**src/rtl/flt2int_param.sv**
```systemverilog
// flt2int_param: packed float to signed integer converter.
//
// Reads a packed float (1 sign, EXP_W exponent, MAN_W fraction bits) byte by
// byte from a byte-wide data memory, converts it to an INT_W-bit two's
// complement integer (truncate toward zero or round-to-nearest-even, with
// saturation), and writes the result back LSB first. The magnitude is shifted
// one bit per cycle, so latency depends on the exponent.
//
// Ports:
//   clk          - clock, rising edge
//   reset        - synchronous, active-high reset; aborts any operation
//   start        - request level; an operation begins on its falling edge
//   round_mode   - 0 truncate, 1 nearest-even; sampled with the start edge
//   mem_addr     - data memory byte address
//   mem_rd_data  - data memory read data (combinational w.r.t. mem_addr)
//   mem_wr_data  - data memory write data
//   mem_wr       - write strobe, byte written at the clk edge
//   busy         - high from the start falling edge until done
//   done         - single-cycle completion pulse
module flt2int_param #(
  parameter int EXP_W    = 5,
  parameter int MAN_W    = 10,
  parameter int INT_W    = 16,
  parameter int SRC_ADDR = 4,
  parameter int DST_ADDR = 6
) (
  input  logic       clk,
  input  logic       reset,
  input  logic       start,
  input  logic       round_mode,
  output logic [7:0] mem_addr,
  input  logic [7:0] mem_rd_data,
  output logic [7:0] mem_wr_data,
  output logic       mem_wr,
  output logic       busy,
  output logic       done
);

  localparam int FLT_W  = 1 + EXP_W + MAN_W;
  localparam int NB_IN  = FLT_W / 8;
  localparam int NB_OUT = INT_W / 8;
  localparam int BIAS   = (1 << (EXP_W - 1)) - 1;
  // Wide enough for the integer plus one bit, and for the full significand.
  localparam int MAG_W  = (INT_W + 1 > MAN_W + 1) ? (INT_W + 1) : (MAN_W + 1);

  localparam logic [INT_W-1:0] POS_MAX   = {1'b0, {(INT_W-1){1'b1}}};
  localparam logic [INT_W-1:0] NEG_MAX   = {1'b1, {(INT_W-1){1'b0}}};
  localparam logic [MAG_W-1:0] MAG_LIMIT = {{(MAG_W-1){1'b0}}, 1'b1} << (INT_W - 1);
  localparam logic [7:0]       SRC8      = 8'(SRC_ADDR);
  localparam logic [7:0]       DST8      = 8'(DST_ADDR);

  typedef enum logic [2:0] {
    S_IDLE   = 3'd0,
    S_RD     = 3'd1,
    S_UNPACK = 3'd2,
    S_SHIFT  = 3'd3,
    S_ROUND  = 3'd4,
    S_WR     = 3'd5,
    S_DONE   = 3'd6
  } state_t;

  // Saturated value for the given sign.
  function automatic logic [INT_W-1:0] sat_value(input logic neg);
    return neg ? NEG_MAX : POS_MAX;
  endfunction

  // Byte idx of an integer value, LSB first.
  function automatic logic [7:0] get_byte(input logic [INT_W-1:0] v, input logic [2:0] idx);
    return 8'(v >> {idx, 3'b000});
  endfunction

  state_t             state_q, state_d;
  logic               start_q;
  logic               round_q, round_d;
  logic [FLT_W-1:0]   flt_q, flt_d;
  logic [2:0]         byte_cnt_q, byte_cnt_d;
  logic [MAG_W-1:0]   mag_q, mag_d;
  logic               guard_q, guard_d;
  logic               sticky_q, sticky_d;
  logic               shl_q, shl_d;
  logic [31:0]        cnt_q, cnt_d;
  logic [INT_W-1:0]   result_q, result_d;
  logic [7:0]         mem_addr_q, mem_addr_d;
  logic [7:0]         mem_wr_data_q, mem_wr_data_d;
  logic               mem_wr_q, mem_wr_d;
  logic               busy_q, busy_d;
  logic               done_q, done_d;

  // Decoded float fields and rounding helpers.
  logic               sgn_s;
  logic [EXP_W-1:0]   exp_s;
  logic [MAN_W-1:0]   frac_s;
  logic [MAN_W:0]     sig_s;
  logic signed [31:0] exp_unb_s;
  logic signed [31:0] shift_s;
  logic               inc_s;
  logic [MAG_W-1:0]   mag_rnd_s;

  assign mem_addr    = mem_addr_q;
  assign mem_wr_data = mem_wr_data_q;
  assign mem_wr      = mem_wr_q;
  assign busy        = busy_q;
  assign done        = done_q;

  // State register and all registered outputs.
  always_ff @(posedge clk) begin
    if (reset) begin
      state_q       <= S_IDLE;
      start_q       <= 1'b0;
      round_q       <= 1'b0;
      flt_q         <= '0;
      byte_cnt_q    <= 3'd0;
      mag_q         <= '0;
      guard_q       <= 1'b0;
      sticky_q      <= 1'b0;
      shl_q         <= 1'b0;
      cnt_q         <= 32'd0;
      result_q      <= '0;
      mem_addr_q    <= 8'h00;
      mem_wr_data_q <= 8'h00;
      mem_wr_q      <= 1'b0;
      busy_q        <= 1'b0;
      done_q        <= 1'b0;
    end else begin
      state_q       <= state_d;
      start_q       <= start;
      round_q       <= round_d;
      flt_q         <= flt_d;
      byte_cnt_q    <= byte_cnt_d;
      mag_q         <= mag_d;
      guard_q       <= guard_d;
      sticky_q      <= sticky_d;
      shl_q         <= shl_d;
      cnt_q         <= cnt_d;
      result_q      <= result_d;
      mem_addr_q    <= mem_addr_d;
      mem_wr_data_q <= mem_wr_data_d;
      mem_wr_q      <= mem_wr_d;
      busy_q        <= busy_d;
      done_q        <= done_d;
    end
  end

  // Next-state, datapath and next-output logic.
  always_comb begin
    state_d       = state_q;
    round_d       = round_q;
    flt_d         = flt_q;
    byte_cnt_d    = byte_cnt_q;
    mag_d         = mag_q;
    guard_d       = guard_q;
    sticky_d      = sticky_q;
    shl_d         = shl_q;
    cnt_d         = cnt_q;
    result_d      = result_q;
    mem_addr_d    = 8'h00;
    mem_wr_data_d = 8'h00;
    mem_wr_d      = 1'b0;
    busy_d        = busy_q;
    done_d        = 1'b0;

    sgn_s     = flt_q[FLT_W-1];
    exp_s     = flt_q[FLT_W-2 -: EXP_W];
    frac_s    = flt_q[MAN_W-1:0];
    sig_s     = {|exp_s, frac_s};
    exp_unb_s = $signed({{(32-EXP_W){1'b0}}, exp_s}) - BIAS;
    shift_s   = 32'sd0;
    inc_s     = round_q & guard_q & (sticky_q | mag_q[0]);
    mag_rnd_s = mag_q + {{(MAG_W-1){1'b0}}, inc_s};

    case (state_q)
      S_IDLE: begin
        // Falling edge of start; only seen here, so activity while busy is ignored.
        if (start_q && !start) begin
          state_d    = S_RD;
          round_d    = round_mode;
          busy_d     = 1'b1;
          byte_cnt_d = 3'd0;
          mem_addr_d = SRC8;
        end else begin
          state_d = S_IDLE;
        end
      end

      S_RD: begin
        flt_d[{byte_cnt_q, 3'b000} +: 8] = mem_rd_data;
        if (byte_cnt_q == 3'(NB_IN - 1)) begin
          state_d    = S_UNPACK;
          byte_cnt_d = 3'd0;
        end else begin
          byte_cnt_d = byte_cnt_q + 3'd1;
          mem_addr_d = SRC8 + {5'b00000, byte_cnt_q + 3'd1};
        end
      end

      S_UNPACK: begin
        mag_d      = '0;
        mag_d[MAN_W:0] = sig_s;
        guard_d    = 1'b0;
        sticky_d   = 1'b0;
        byte_cnt_d = 3'd0;
        if ((&exp_s) && (|frac_s)) begin
          // NaN converts to the positive maximum regardless of sign.
          result_d = POS_MAX;
        end else if ((&exp_s) || (exp_unb_s >= (INT_W - 1))) begin
          result_d = sat_value(sgn_s);
        end else if ((~|exp_s) || (exp_unb_s < -32'sd1)) begin
          // Zero, flushed denormals and anything below 0.5 give 0 in both modes.
          result_d = '0;
        end else begin
          result_d = result_q;
        end

        if ((&exp_s) || (~|exp_s) || (exp_unb_s >= (INT_W - 1)) || (exp_unb_s < -32'sd1)) begin
          state_d       = S_WR;
          mem_wr_d      = 1'b1;
          mem_addr_d    = DST8;
          mem_wr_data_d = get_byte(result_d, 3'd0);
        end else begin
          if (exp_unb_s > MAN_W) begin
            shl_d   = 1'b1;
            shift_s = exp_unb_s - MAN_W;
          end else begin
            shl_d   = 1'b0;
            shift_s = MAN_W - exp_unb_s;
          end
          cnt_d = shift_s;
          if (shift_s == 32'sd0) begin
            state_d = S_ROUND;
          end else begin
            state_d = S_SHIFT;
          end
        end
      end

      S_SHIFT: begin
        if (shl_q) begin
          mag_d = mag_q << 1;
        end else begin
          // Right shift: dropped bit becomes guard, old guard folds into sticky.
          mag_d    = mag_q >> 1;
          guard_d  = mag_q[0];
          sticky_d = sticky_q | guard_q;
        end
        cnt_d = cnt_q - 32'd1;
        if (cnt_q == 32'd1) begin
          state_d = S_ROUND;
        end else begin
          state_d = S_SHIFT;
        end
      end

      S_ROUND: begin
        if (mag_rnd_s >= MAG_LIMIT) begin
          result_d = sat_value(sgn_s);
        end else if (sgn_s) begin
          result_d = ~mag_rnd_s[INT_W-1:0] + {{(INT_W-1){1'b0}}, 1'b1};
        end else begin
          result_d = mag_rnd_s[INT_W-1:0];
        end
        state_d       = S_WR;
        byte_cnt_d    = 3'd0;
        mem_wr_d      = 1'b1;
        mem_addr_d    = DST8;
        mem_wr_data_d = get_byte(result_d, 3'd0);
      end

      S_WR: begin
        if (byte_cnt_q == 3'(NB_OUT - 1)) begin
          state_d    = S_DONE;
          byte_cnt_d = 3'd0;
          done_d     = 1'b1;
          busy_d     = 1'b0;
        end else begin
          byte_cnt_d    = byte_cnt_q + 3'd1;
          mem_wr_d      = 1'b1;
          mem_addr_d    = DST8 + {5'b00000, byte_cnt_q + 3'd1};
          mem_wr_data_d = get_byte(result_q, byte_cnt_q + 3'd1);
        end
      end

      S_DONE: begin
        state_d = S_IDLE;
        busy_d  = 1'b0;
      end

      default: begin
        state_d = S_IDLE;
        busy_d  = 1'b0;
      end
    endcase
  end

endmodule

```
**config.mk**
```make
export PLATFORM = sky130hd
export DESIGN_NAME = flt2int_param
export DESIGN_NICKNAME = d
export VERILOG_FILES = /design/src/rtl/flt2int_param.sv
export SDC_FILE = /design/constraint.sdc
export NUM_CORES = 1
export LEC_CHECK = 0
export BUFFER_PORTS_ARGS = -buffer_cell sky130_fd_sc_hd__buf_4
export CAP_MARGIN = 30
export CORE_MARGIN = 2
export CORE_UTILIZATION = 35
export CTS_CLUSTER_DIAMETER = 150
export DETAILED_ROUTE_END_ITERATION = 16
export GPL_TIMING_DRIVEN = 0
export PLACE_DENSITY = 0.53
export SYNTH_ARGS = -nofsm -noshare
export SYNTH_HDL_FRONTEND = slang
export SYNTH_SLANG_ARGS = --single-unit
```
**constraint.sdc**
```tcl
create_clock -name clk -period 4 [get_ports clk]
set_input_delay 0.2 -clock clk [delete_from_list [all_inputs] [get_ports clk]]
set_output_delay 0.2 -clock clk [all_outputs]
set_load 0.1 [all_outputs]
```
**Word level (Yosys, flattened, before mapping)**

Index checks and enable logic that the tools add are counted.

- $add $sub $neg: 10
- Order comparisons: 4
- Eq/ne operators: 13
- Shifts and indexed selects: 3
- Mux-type cells: 45
- Bitwise operators: 8
- Reduce and logical (&&, ||, !) cells: 29

Operators by type and width:

| kind | count |
|---|---|
| $mux W32 | 4 |
| $mux W16 | 6 |
| $pmux W32 S2 | 1 |
| $pmux W17 S2 | 1 |
| $eq A32 B1 Y1 const B | 1 |
| $logic_not A32 Y1 | 1 |
| $pmux W16 S2 | 1 |
| $sub A32 B1 Y32 const B | 1 |
| $mux W3 | 9 |
| $pmux W8 S3 | 1 |
| $pmux W4 S5 | 1 |
| $pmux W3 S6 | 1 |
| $add A17 B1 Y17 | 1 |
| $ge A17 B16 Y1 const B | 1 |
| $mux W17 | 1 |
| $add A16 B1 Y16 const B | 1 |
| $bwmux W16 | 1 |
| $mux W8 | 2 |
| $not A16 Y16 | 1 |
| $shift A8 B8 Y16 const A | 1 |
| $shiftx A8 B8 Y16 | 1 |
| $shr A16 B6 Y8 | 1 |
| $reduce_and A2 Y1 | 7 |
| $ne A2 B2 Y1 const B | 5 |
| 33 further kinds | 61 |

- Bits in registers: 111
- Bits of input ports: 12
- Output and inout port bits: 19
- Logic and storage cells: 129

**Depth between registers and ports, before layout**

- Word-level depth: 11
- Gate-level depth with buffers: 14

**Worst setup path after synthesis**

No wires, ideal clock.

- Path type: reg-to-reg
- Start point: register mag_q[0]
- End point: register result_q[13]
- Setup time: 91 ps
- Data arrival time: 2832 ps
- Slack: 1077 ps
- Stages on the path, launching flop included: 12
- Clock period less this slack: 2923 ps
- Cells stage by stage: dfxtp_1 o211a_1 ha_1 ha_1 buf_4 xor2_1 or3_1 or2_2 a2111oi_0 mux2i_1 nand2_1 a311oi_1

- Word-level cells in the longest chain between the ends: 8
- Elaborated cells between the ends (all ways): 9
- Classes of those cells: add/sub: 2; order compare: 1; mux: 3; bitwise: 3

Ends and longest elaborated chain:

| element | line | RTL |
|---|---|---|
| start, declared | 77 | `logic [MAG_W-1:0] mag_q, mag_d;` |
| start signal, assigned | 130 | `mag_q <= mag_d;` |
| $or A1 B1 Y1 | 168 | `inc_s = round_q & guard_q & (sticky_q \| mag_q[0]);` |
| $and A1 B1 Y1 | 168 |  |
| $add A17 B1 Y17 * | 169 | `mag_rnd_s = mag_q + {{(MAG_W-1){1'b0}}, inc_s};` |
| $not A16 Y16 | 257 | `result_d = ~mag_rnd_s[INT_W-1:0] + {{(INT_W-1){1'b0}}, 1'b1};` |
| $add A16 B1 Y16 | 257 |  |
| $mux W16 | 256 | `end else if (sgn_s) begin` |
| $mux W16 * | 254 | `if (mag_rnd_s >= MAG_LIMIT) begin` |
| $pmux W16 S2 * | 171 | `case (state_q)` |
| end signal, assigned | 135 | `result_q <= result_d;` |
| end, declared | 82 | `logic [INT_W-1:0] result_q, result_d;` |

Every way passes the cells marked *; elsewhere a longest branch is shown, timed or not.
A chain may end at the register's enable or synchronous reset.

**Worst setup path after layout**

- Start point: register flt_q[11]
- End point: register result_q[11]

- Word-level cells in the longest chain between the ends: 6
- Elaborated cells between the ends (all ways): 14
- Classes of those cells: add/sub: 1; order compare: 2; eq/ne: 1; mux: 3; reduce/logical: 7

Ends and longest elaborated chain:

| element | line | RTL |
|---|---|---|
| start, declared | 75 | `logic [FLT_W-1:0] flt_q, flt_d;` |
| start signal, assigned | 128 | `flt_q <= flt_d;` |
| $sub A5 B4 Y6 | 166 | `exp_unb_s = $signed({{(32-EXP_W){1'b0}}, exp_s}) - BIAS;` |
| $ge A6 B5 Y1 | 205 | `end else if ((&exp_s) \|\| (exp_unb_s >= (INT_W - 1))) begin` |
| $logic_or A1 B1 Y1 | 205 |  |
| $mux W16 | 205 |  |
| $mux W16 | 202 | `if ((&exp_s) && (\|frac_s)) begin` |
| $pmux W16 S2 | 171 |  |

Several ways; a longest one is shown, not always the timed one.

==> flow_summary_export.csv <==
group,metric,value,unit
global_route,grt_pass1_wl,33470,um
route,drtIter0Drc,355,
route,viasPerCell,5.540,
worst_setup_path,cp.arrival,3.65,ns
global_route,track_usage,20.59,%
global_route,grt_max_degree,20,
finish,antenna_cells,0,
synth,synth.distinct_cells,78,
sta,period_share,85.16,%
floorplanning,die_area,20630,um2
cts,cts_resized,0,
synth,syn_area,6824,um2
cts,clk_latency,0.36,ns
route,drc,0,
cts,cts.sinks,107,
synth,async_flop_share,0,%
global_route,antenna_found_initial,0,
finish,finalInstanceArea,7709,um2
route,ant_nets,0,
finish,final_cell_mix,"dfxtp_1 (107), a21oi_1 (86), nor2_1 (85), nand2_1 (64), nand3_1 (42)",
worst_setup_path,critPathRequiredTime,4.24,ns
route,wl_per_cell,17.32,um
floorplanning,start_util,35.41,%
cts,cts_tree,"yes",
route,first_pass_iters,5,
route,vias,6559,
cts,htreeDepth,3,
placed_design,dp_hpwl,15310,um
finish,regArea,2142,um2
worst_setup_path,startpoint_type,"register",
power,p_leak,2.852,nW
sta,setup_violations,0,
worst_setup_path,cp_max_fo,10,
hold_path,hold_path.class,"in -> reg",
cts,cts_buffers,9,
sta,clock_skew,0.009874,ns
cts,clock_path_buffers,2,
synth,synth.avg_cell_area,7.826,um2
cts,cts-root-buf,"clkbuf_16",
synth,synth_warnings,0,
finish,drive_above_1_share,10.55,%
synth,synth_edf_count,0,
floorplanning,core,19270,um2
sta,finalSetupTns,0,ns
global_route,grt_pass1_vias,6191,
finish,final_common_cell,"dfxtp_1",
synth,seq_area_frac_synth,31.39,%
sta,drv_slew,0,
sta,fin_hold_ws,0.06503,ns
synth,ys_ff_latch,107,
placed_design,placed_cell_area,7377,um2
power,powerDensity,462.4,nW/um2
cts,cts_hold_buf,0,
finish,fill_cells,2047,
power,irDropWorstVdd,0.2018,mV
floorplanning,die_h,143.6,um
run_status,status,"complete, no violations",
finish,syn_to_final_growth,12.96,%
worst_setup_path,endpoint_kind,"register",
sta,worst_pin_slew,0.9689,ns
floorplanning,pin_count,31,
synth,ys.flop_type,"dfxtp_1",
placed_design,port_buffers,26,
floorplanning,num_rows,51,
cts,path_clk_slew,0.08,ns
sta,rsz0062_at_grt,"false",
finish,multiInputGateArea,4330,um2
worst_setup_path,worstSetupPathType,"reg -> reg",
route,wl,20500,um
sta,slew-limit-headroom,33.73,%
sta,timing.final.crit_period,3.407,ns
sta,fmax,0.2936,GHz
synth,synthCells,872,
finish,fin_nets,946,
flow_run,drv_cap,0,
cts,cts_setup_buffers,0,
placed_design,gp_congestion,0.8429,
floorplanning,die_w,143.6,um
sta,hold_viol,0,
global_route,grt-ovfl-total,0,
[power by group]
| part | internal, W | switching [W] |
|---|---|---|
| Clock | 0.000561 | 0.000447 |
| Sequential | 0.00120 | 0.000104 |
| Combinational | 0.000449 | 0.000802 |
| Total | 0.00221 | 0.00135 |
[registers in the layout, indices dropped and copies added, names as in the netlist]
| register | cells |
|---|---|
| sticky_q | 1 |
| mem_wr | 1 |
| done | 1 |
| result_q | 16 |
| state_q | 3 |
| byte_cnt_q | 3 |
| guard_q | 1 |
| round_q | 1 |
| mem_wr_data | 8 |
| start_q | 1 |
| mag_q | 17 |
| busy | 1 |
| cnt_q | 32 |
| flt_q | 16 |
| mem_addr | 4 |
| shl_q | 1 |
[cell type report]
class,count,area share (%)
plain buffers,66,3.782
clock buffers,9,2.922
clock inverters,7,1.380
inverters,19,0.9252
multi-input cells,683,56.18
flip-flops and latches,107,27.79
well taps,265,4.301
repair buffers,28,2.727
[worst paths after layout]
check,from,to,slack (ns),depth (start not counted)
max,flt_q[11],result_q[11],0.59,10
min reg2reg,result_q[0],result_q[0],0.46,2
max reg2reg,flt_q[11],result_q[11],0.59,10
min,start,start_q,0.07,2
[routing by layer]
| metal | GRT usage (%) | vias up | wire length (um) |
|---|---|---|---|
| met5 | 0 | - | 0 |
| li1 | - | 3302 | - |
| met1 | 27.09 | 3127 | 9659 |
| met4 | 5.263 | 0 | 341 |
| met2 | 35.16 | 111 | 9860 |
| met3 | 3.266 | 19 | 643 |
[cells in the mapped netlist, drive strengths merged (15+ instances only)]
cell,count,area (um2)
a21oi,87,439.2
a31oi,25,156.4
and3,17,111.4
buf,26,140.1
clkbuf,40,151.4
dfxtp,107,2142
ha,20,250.2
inv,19,71.31
mux2i,32,320.3
nand2,64,240.2
nand3,43,220.2
nor2,85,319.1
nor3,30,177.7
o21ai,38,190.2
or4,15,116.4
xnor2,17,148.9
[worst max-delay path, stage by stage (launching register included)]
cell and delay [ns]:
dfxtp_1 0.40, ha_1 0.31, and3_1 0.22, ha_1 0.27, buf_1 0.34, nor2_1 0.15
o31ai_1 0.64, o211ai_1 0.35, clkbuf_1 0.32, a21oi_1 0.22, a21oi_1 0.08
[kinds of logic (layout without fill, tap and decap cells)]
family | Yosys count | after routing | share of synthesized area (%)
AOI/OAI and AO/OA | 251 | 251 | 23.80
xor gates and xnor gates | 26 | 26 | 3.612
adders and majority gates | 20 | 20 | 3.667
buffers and inverters | 85 | 129 | 5.317
DFF | 107 | 107 | 31.39
muxes | 44 | 44 | 6.674
other | 1 | 4 | 0.05495
and+or+nand+nor | 338 | 338 | 25.49
[stage by stage]
stage               utilization, %  cells  setup WS, ns  power, W
floorplan                        -    875         1.077  0.002249
global placement             38.20   1166        0.5861  0.002568
finish                       40.00   1184        0.5935  0.003564
detailed placement           38.28   1168        0.5785  0.002572
global route                 40.00   1184        0.2849  0.003790
CTS                          40.00   1184        0.5861  0.003584
Power figures use the tool's default switching activity.
